## src/rtl/twos_inc_seq.sv

```systemverilog
// Multi-cycle incrementer/negator: resolves one CHUNK-bit lookahead slice per clock and stops
// as soon as the carry dies. Supports A+cin, negate, abs and ones-complement modes.
module twos_inc_seq #(
    parameter int unsigned WIDTH = 24,
    parameter int unsigned CHUNK = 4
) (
    input  logic             clk,
    input  logic             rst,
    input  logic             in_valid,
    output logic             in_ready,
    input  logic [1:0]       mode,
    input  logic [WIDTH-1:0] a,
    input  logic             cin,
    output logic             out_valid,
    input  logic             out_ready,
    output logic [WIDTH-1:0] result,
    output logic             cout,
    output logic             zero,
    output logic             ovf
);

    localparam int unsigned NCHUNK = WIDTH / CHUNK;
    localparam int unsigned IW = (NCHUNK > 1) ? $clog2(NCHUNK) : 1;
    localparam logic [IW-1:0] LAST_IDX = IW'(NCHUNK - 1);
    localparam logic [WIDTH-1:0] MIN_NEG = {1'b1, {(WIDTH-1){1'b0}}};

    typedef enum logic [1:0] {IDLE, RUN, DONE} state_t;

    state_t           state;
    logic [WIDTH-1:0] work;
    logic [IW-1:0]    idx;

    logic             load_inv;
    logic             load_carry;
    logic [WIDTH-1:0] load_work;
    logic             load_ovf;

    logic [IW-1:0]    cur_idx;
    int unsigned      base;
    logic [WIDTH-1:0] src_work;
    logic             src_carry;
    logic [CHUNK-1:0] slice;
    logic [CHUNK-1:0] new_slice;
    logic             run;
    logic             slice_cout;
    logic [WIDTH-1:0] next_work;
    logic             finish;

    always_comb begin
        load_inv = (mode == 2'b01) || (mode == 2'b11) || ((mode == 2'b10) && a[WIDTH-1]);
        load_work = load_inv ? ~a : a;
        load_ovf = ((mode == 2'b01) || (mode == 2'b10)) && (a == MIN_NEG);
        case (mode)
            2'b00:   load_carry = cin;
            2'b01:   load_carry = 1'b1;
            2'b10:   load_carry = a[WIDTH-1];
            default: load_carry = 1'b0;
        endcase
    end

    // Slice 0 is resolved on the accept edge itself, so latency is 1 + first non-all-ones slice.
    always_comb begin
        cur_idx   = (state == IDLE) ? '0 : idx;
        src_work  = (state == IDLE) ? load_work : work;
        src_carry = (state == IDLE) ? load_carry : 1'b1;
        base      = 32'(cur_idx) * CHUNK;
        slice     = src_work[base +: CHUNK];
        run       = src_carry;
        new_slice = '0;
        for (int j = 0; j < CHUNK; j++) begin
            new_slice[j] = slice[j] ^ run;
            run          = run & slice[j];
        end
        slice_cout = run;
        next_work  = src_work;
        next_work[base +: CHUNK] = new_slice;
        finish = !slice_cout || (cur_idx == LAST_IDX);
    end

    assign in_ready = (state == IDLE) && !rst;
    assign zero     = out_valid && (result == '0);

    always_ff @(posedge clk or posedge rst) begin
        if (rst) begin
            state     <= IDLE;
            work      <= '0;
            idx       <= '0;
            out_valid <= 1'b0;
            result    <= '0;
            cout      <= 1'b0;
            ovf       <= 1'b0;
        end else begin
            case (state)
                IDLE: begin
                    if (in_valid) begin
                        ovf <= load_ovf;
                        if (finish) begin
                            state     <= DONE;
                            result    <= next_work;
                            cout      <= slice_cout;
                            out_valid <= 1'b1;
                        end else begin
                            state <= RUN;
                            work  <= next_work;
                            idx   <= IW'(1);
                        end
                    end
                end
                RUN: begin
                    if (finish) begin
                        state     <= DONE;
                        result    <= next_work;
                        cout      <= slice_cout;
                        out_valid <= 1'b1;
                    end else begin
                        work <= next_work;
                        idx  <= idx + IW'(1);
                    end
                end
                DONE: begin
                    if (out_ready) begin
                        state     <= IDLE;
                        out_valid <= 1'b0;
                    end
                end
                default: state <= IDLE;
            endcase
        end
    end

endmodule

```

## config.mk

```make
export PLATFORM = sky130hd
export DESIGN_NAME = twos_inc_seq
export DESIGN_NICKNAME = d
export VERILOG_FILES = /design/src/rtl/twos_inc_seq.sv
export SDC_FILE = /design/constraint.sdc
export NUM_CORES = 1
export LEC_CHECK = 0
export ABC_AREA = 1
export CORE_UTILIZATION = 45
export DETAILED_ROUTE_END_ITERATION = 10
export PLACE_DENSITY = 0.74
export SYNTH_ARGS = -nofsm -noshare
export SYNTH_HDL_FRONTEND = slang
export SYNTH_SLANG_ARGS = --single-unit
```

## constraint.sdc

```tcl
create_clock -name clk -period 9.4 [get_ports clk]
set_clock_uncertainty 0.2 [all_clocks]
set_input_delay 1.88 -clock clk [delete_from_list [all_inputs] [get_ports clk]]
set_output_delay 1.88 -clock clk [all_outputs]
set_load 0.03 [all_outputs]
```

==> flow_metrics.env <==
export IMPL_status="finished clean"
export IMPL_fp_coreArea_sq_mm=0.00826
export IMPL_setup_viol=0
export IMPL_start_kind="input pin"
export IMPL_path_common_cell="nand2_1"
export IMPL_finalNetCount=692
export IMPL_mostFrequentLayoutCells="nand2_1 (268), nand3_1 (103), clkdlybuf4s50_1 (59)"
export IMPL_holdWs_ns=0.288
export IMPL_p_leak_nw=2.51
export IMPL_syn_area_sq_mm=0.00385
export IMPL_slew_viol_final=0
export IMPL_ys_warn_count=0
export IMPL_crit_path_top_delay_cell="clkdlybuf4s50_1"
export IMPL_hpwl_mm=9.12
export IMPL_cts_sinks=56
export IMPL_post_cts_buffers=0
export IMPL_drc=0
export IMPL_ys_ff_latch=56
export IMPL_path_class="in2reg"
export IMPL_grt_pass1_wl_mm=18.8
export IMPL_fill_cells=857
export IMPL_first_iter_violations=234
export IMPL_vias_per_cell=5.33
export IMPL_row_count=33
export IMPL_cts_tree="yes"
export IMPL_ys_types=28
export IMPL_period_needed_ns=6.35
export IMPL_cp_top_family="simple AND/OR/NAND/NOR gates"
export IMPL_timing_final_crit_share_pct=67.5
export IMPL_multi_input_area_sq_mm=0.00213
export IMPL_slew_headroom_pct=40.2
export IMPL_critPathRequiredTime_ns=9.40
export IMPL_power_density_mw_per_mm2=253
export IMPL_maxCapViolCount=0
export IMPL_syn_nets=645
export IMPL_rsz0062_at_grt="false"
export IMPL_clk_latency_ns=0.32
export IMPL_grt_pass1_vias=3873
export IMPL_yosysSeqAreaShare_pct=36.4
export IMPL_final_antenna_net_count=0
export IMPL_setup_tns_ns=0
export IMPL_io_pins=60
export IMPL_yosys_area_top_type="dfrtp_1"
export IMPL_firstDrtPassIters=5
export IMPL_areaGrowthSynthToFinish_pct=19.1
export IMPL_holdBufCountCts=0
export IMPL_vdd_drop_max_mv=0.147
export IMPL_grt_usage_pct=27.7
export IMPL_ctsHtreeMaxLevel=2
export IMPL_grt_antenna_before_repair=0
export IMPL_tightest_slew_ns=0.896
export IMPL_clockRootBuffer="clkbuf_8"
export IMPL_dieHeight_um=94.6
export IMPL_wire_per_inst_um=15.6
export IMPL_max_freq_mhz=158
export IMPL_synth_cells=600
export IMPL_critPathBufInv=5
export IMPL_hold_viol_final=0
export IMPL_yosysTopAreaCellShare_pct=36.4
export IMPL_utilization_pct=55.6
export IMPL_start_util_pct=46.7
export IMPL_cts_buffers=5
export IMPL_wl_mm=11.8
export IMPL_layout_drive_gt1_share_pct=4.48
export IMPL_n_antenna_cell=0
export IMPL_hp_class="reg2reg"
export IMPL_cp_end_kind="register"
export IMPL_dieWidth_um=94.6
export IMPL_synth_area_leaders="dfrtp_1 (36%), nand2_1 (26%), nand3_1 (13%), inv_1 (5.5%), ha_1 (4.5%)"
export IMPL_grt_max_degree=57
export IMPL_crit_chain="clkdlybuf4s50_1 -> inv_1 -> ha_1 -> nor2_2 -> nand2_2 -> inv_1 -> nand2_1 -> nand2_1 -> nand2_1 -> nand2_1 -> nand2_1 -> nand3_1 -> nand2_1 -> ha_1 -> ha_1 -> ha_1 -> ha_1 -> o21ai_1 -> inv_1 -> nor2_4 -> inv_2 -> nand2_1 -> o21ai_0"
export IMPL_layout_commonest_cell="nand2_1"
export IMPL_gp_congestion=0.953
export IMPL_regArea_sq_mm=0.00140
export IMPL_worstPathMaxFanout=27
export IMPL_clk_pin_slew_ns=0.11
export IMPL_post_cts_resize_count=0
export IMPL_grt_overflow=0
export IMPL_cp_slowest_stage_delay_ns=0.51
export IMPL_die_area_sq_mm=0.00894
export IMPL_io_buffers=59
export IMPL_vias=4017
export IMPL_critPathArrivalTime_ns=6.35
export IMPL_clk_path_buf_depth=2
export IMPL_postSynthAreaPerCell_sq_um=6.42
## cells in the mapped netlist
| cell | n |
|---|---|
| nand2_2 | 3 |
| o31ai_1 | 1 |
| ha_1 | 14 |
| or2_2 | 7 |
| nor3_1 | 8 |
| nor4_1 | 8 |
| buf_1 | 2 |
| a31o_2 | 1 |
| inv_2 | 2 |
| o21ai_0 | 10 |
| nand4_1 | 3 |
| and2_1 | 1 |
| nand3b_1 | 3 |
| nand3_2 | 1 |
| buf_4 | 2 |
| a211oi_1 | 1 |
| dfrtp_1 | 56 |
| o21ai_1 | 1 |
| o211ai_1 | 1 |
| a21oi_1 | 10 |
| buf_2 | 12 |
| inv_1 | 56 |
| clkbuf_1 | 6 |
| nor2_4 | 1 |
| nor2_1 | 17 |
| nand3_1 | 103 |
| nor2_2 | 2 |
| nand2_1 | 268 |
## metal layers
layer  vias up  part of all wire, %  global-route usage [%]
li1       2001                    -                       -
met1      1854                   46                    36.5
met2       134                   46                    46.4
met3        28                  4.6                    3.46
met4         0                  3.3                    9.97
met5         -                    0                       0
## metrics by stage
step	setup WS, ns	area (sq um)	total power, mW	instances
global route	2.57	4590	1.25	753
detailed placement	2.73	4490	1.02	745
CTS	3.08	4590	1.16	753
finish	3.05	4590	1.16	753
global placement	2.95	4490	1.01	745
floorplan	4.64	3850	0.793	600
## area by class of cell
class | count | area share, %
Tap cell | 105 | 2.86
Clock inverter | 3 | 0.600
Multi-Input combinational cell | 464 | 46.4
Sequential cell | 56 | 30.5
Inverter | 58 | 4.74
Timing Repair Buffer | 62 | 13.4
Clock buffer | 5 | 1.50
## kinds of logic after synthesis
| group | synth area share (%) |
|---|---|
| buffers and inverters | 8.37 |
| adder cells (fa/ha/maj) | 4.54 |
| AO/OA/AOI/OAI | 3.54 |
| AND/OR/NAND/NOR | 47.2 |
| flip-flops | 36.4 |
## tightest hold or removal path: stages, from the launching register on
cell and delay (ns):
dfrtp_1 0.35, nand2_1 0.05, nand2_1 0.06
## report_power, final
| part | internal (mW) | total (mW) | switching, mW | leakage (nW) |
|---|---|---|---|---|
| Clock | 0.0550 | 0.143 | 0.0881 | 0.0463 |
| Sequential | 0.291 | 0.333 | 0.0413 | 0.744 |
| Combinational | 0.225 | 0.683 | 0.459 | 1.72 |
## worst paths after layout
kind	slack, ns	cells after the start	from	to
max	3.05	23	mode[1]	cout
min	0.29	2	work[17]	work[17]
max reg2reg	4.93	18	state[1]	cout
min reg2reg	0.29	2	work[17]	work[17]
max in group asynchronous	6.65	3	rst	ovf
min in group asynchronous	1.89	3	rst	cout
## registers in the layout, indices dropped and copies added, names as in the netlist
name and cells:
result 24, work 24, idx 3, state 2, cout 1, out_valid 1
ovf 1
(Power assumes the default switching activity.)
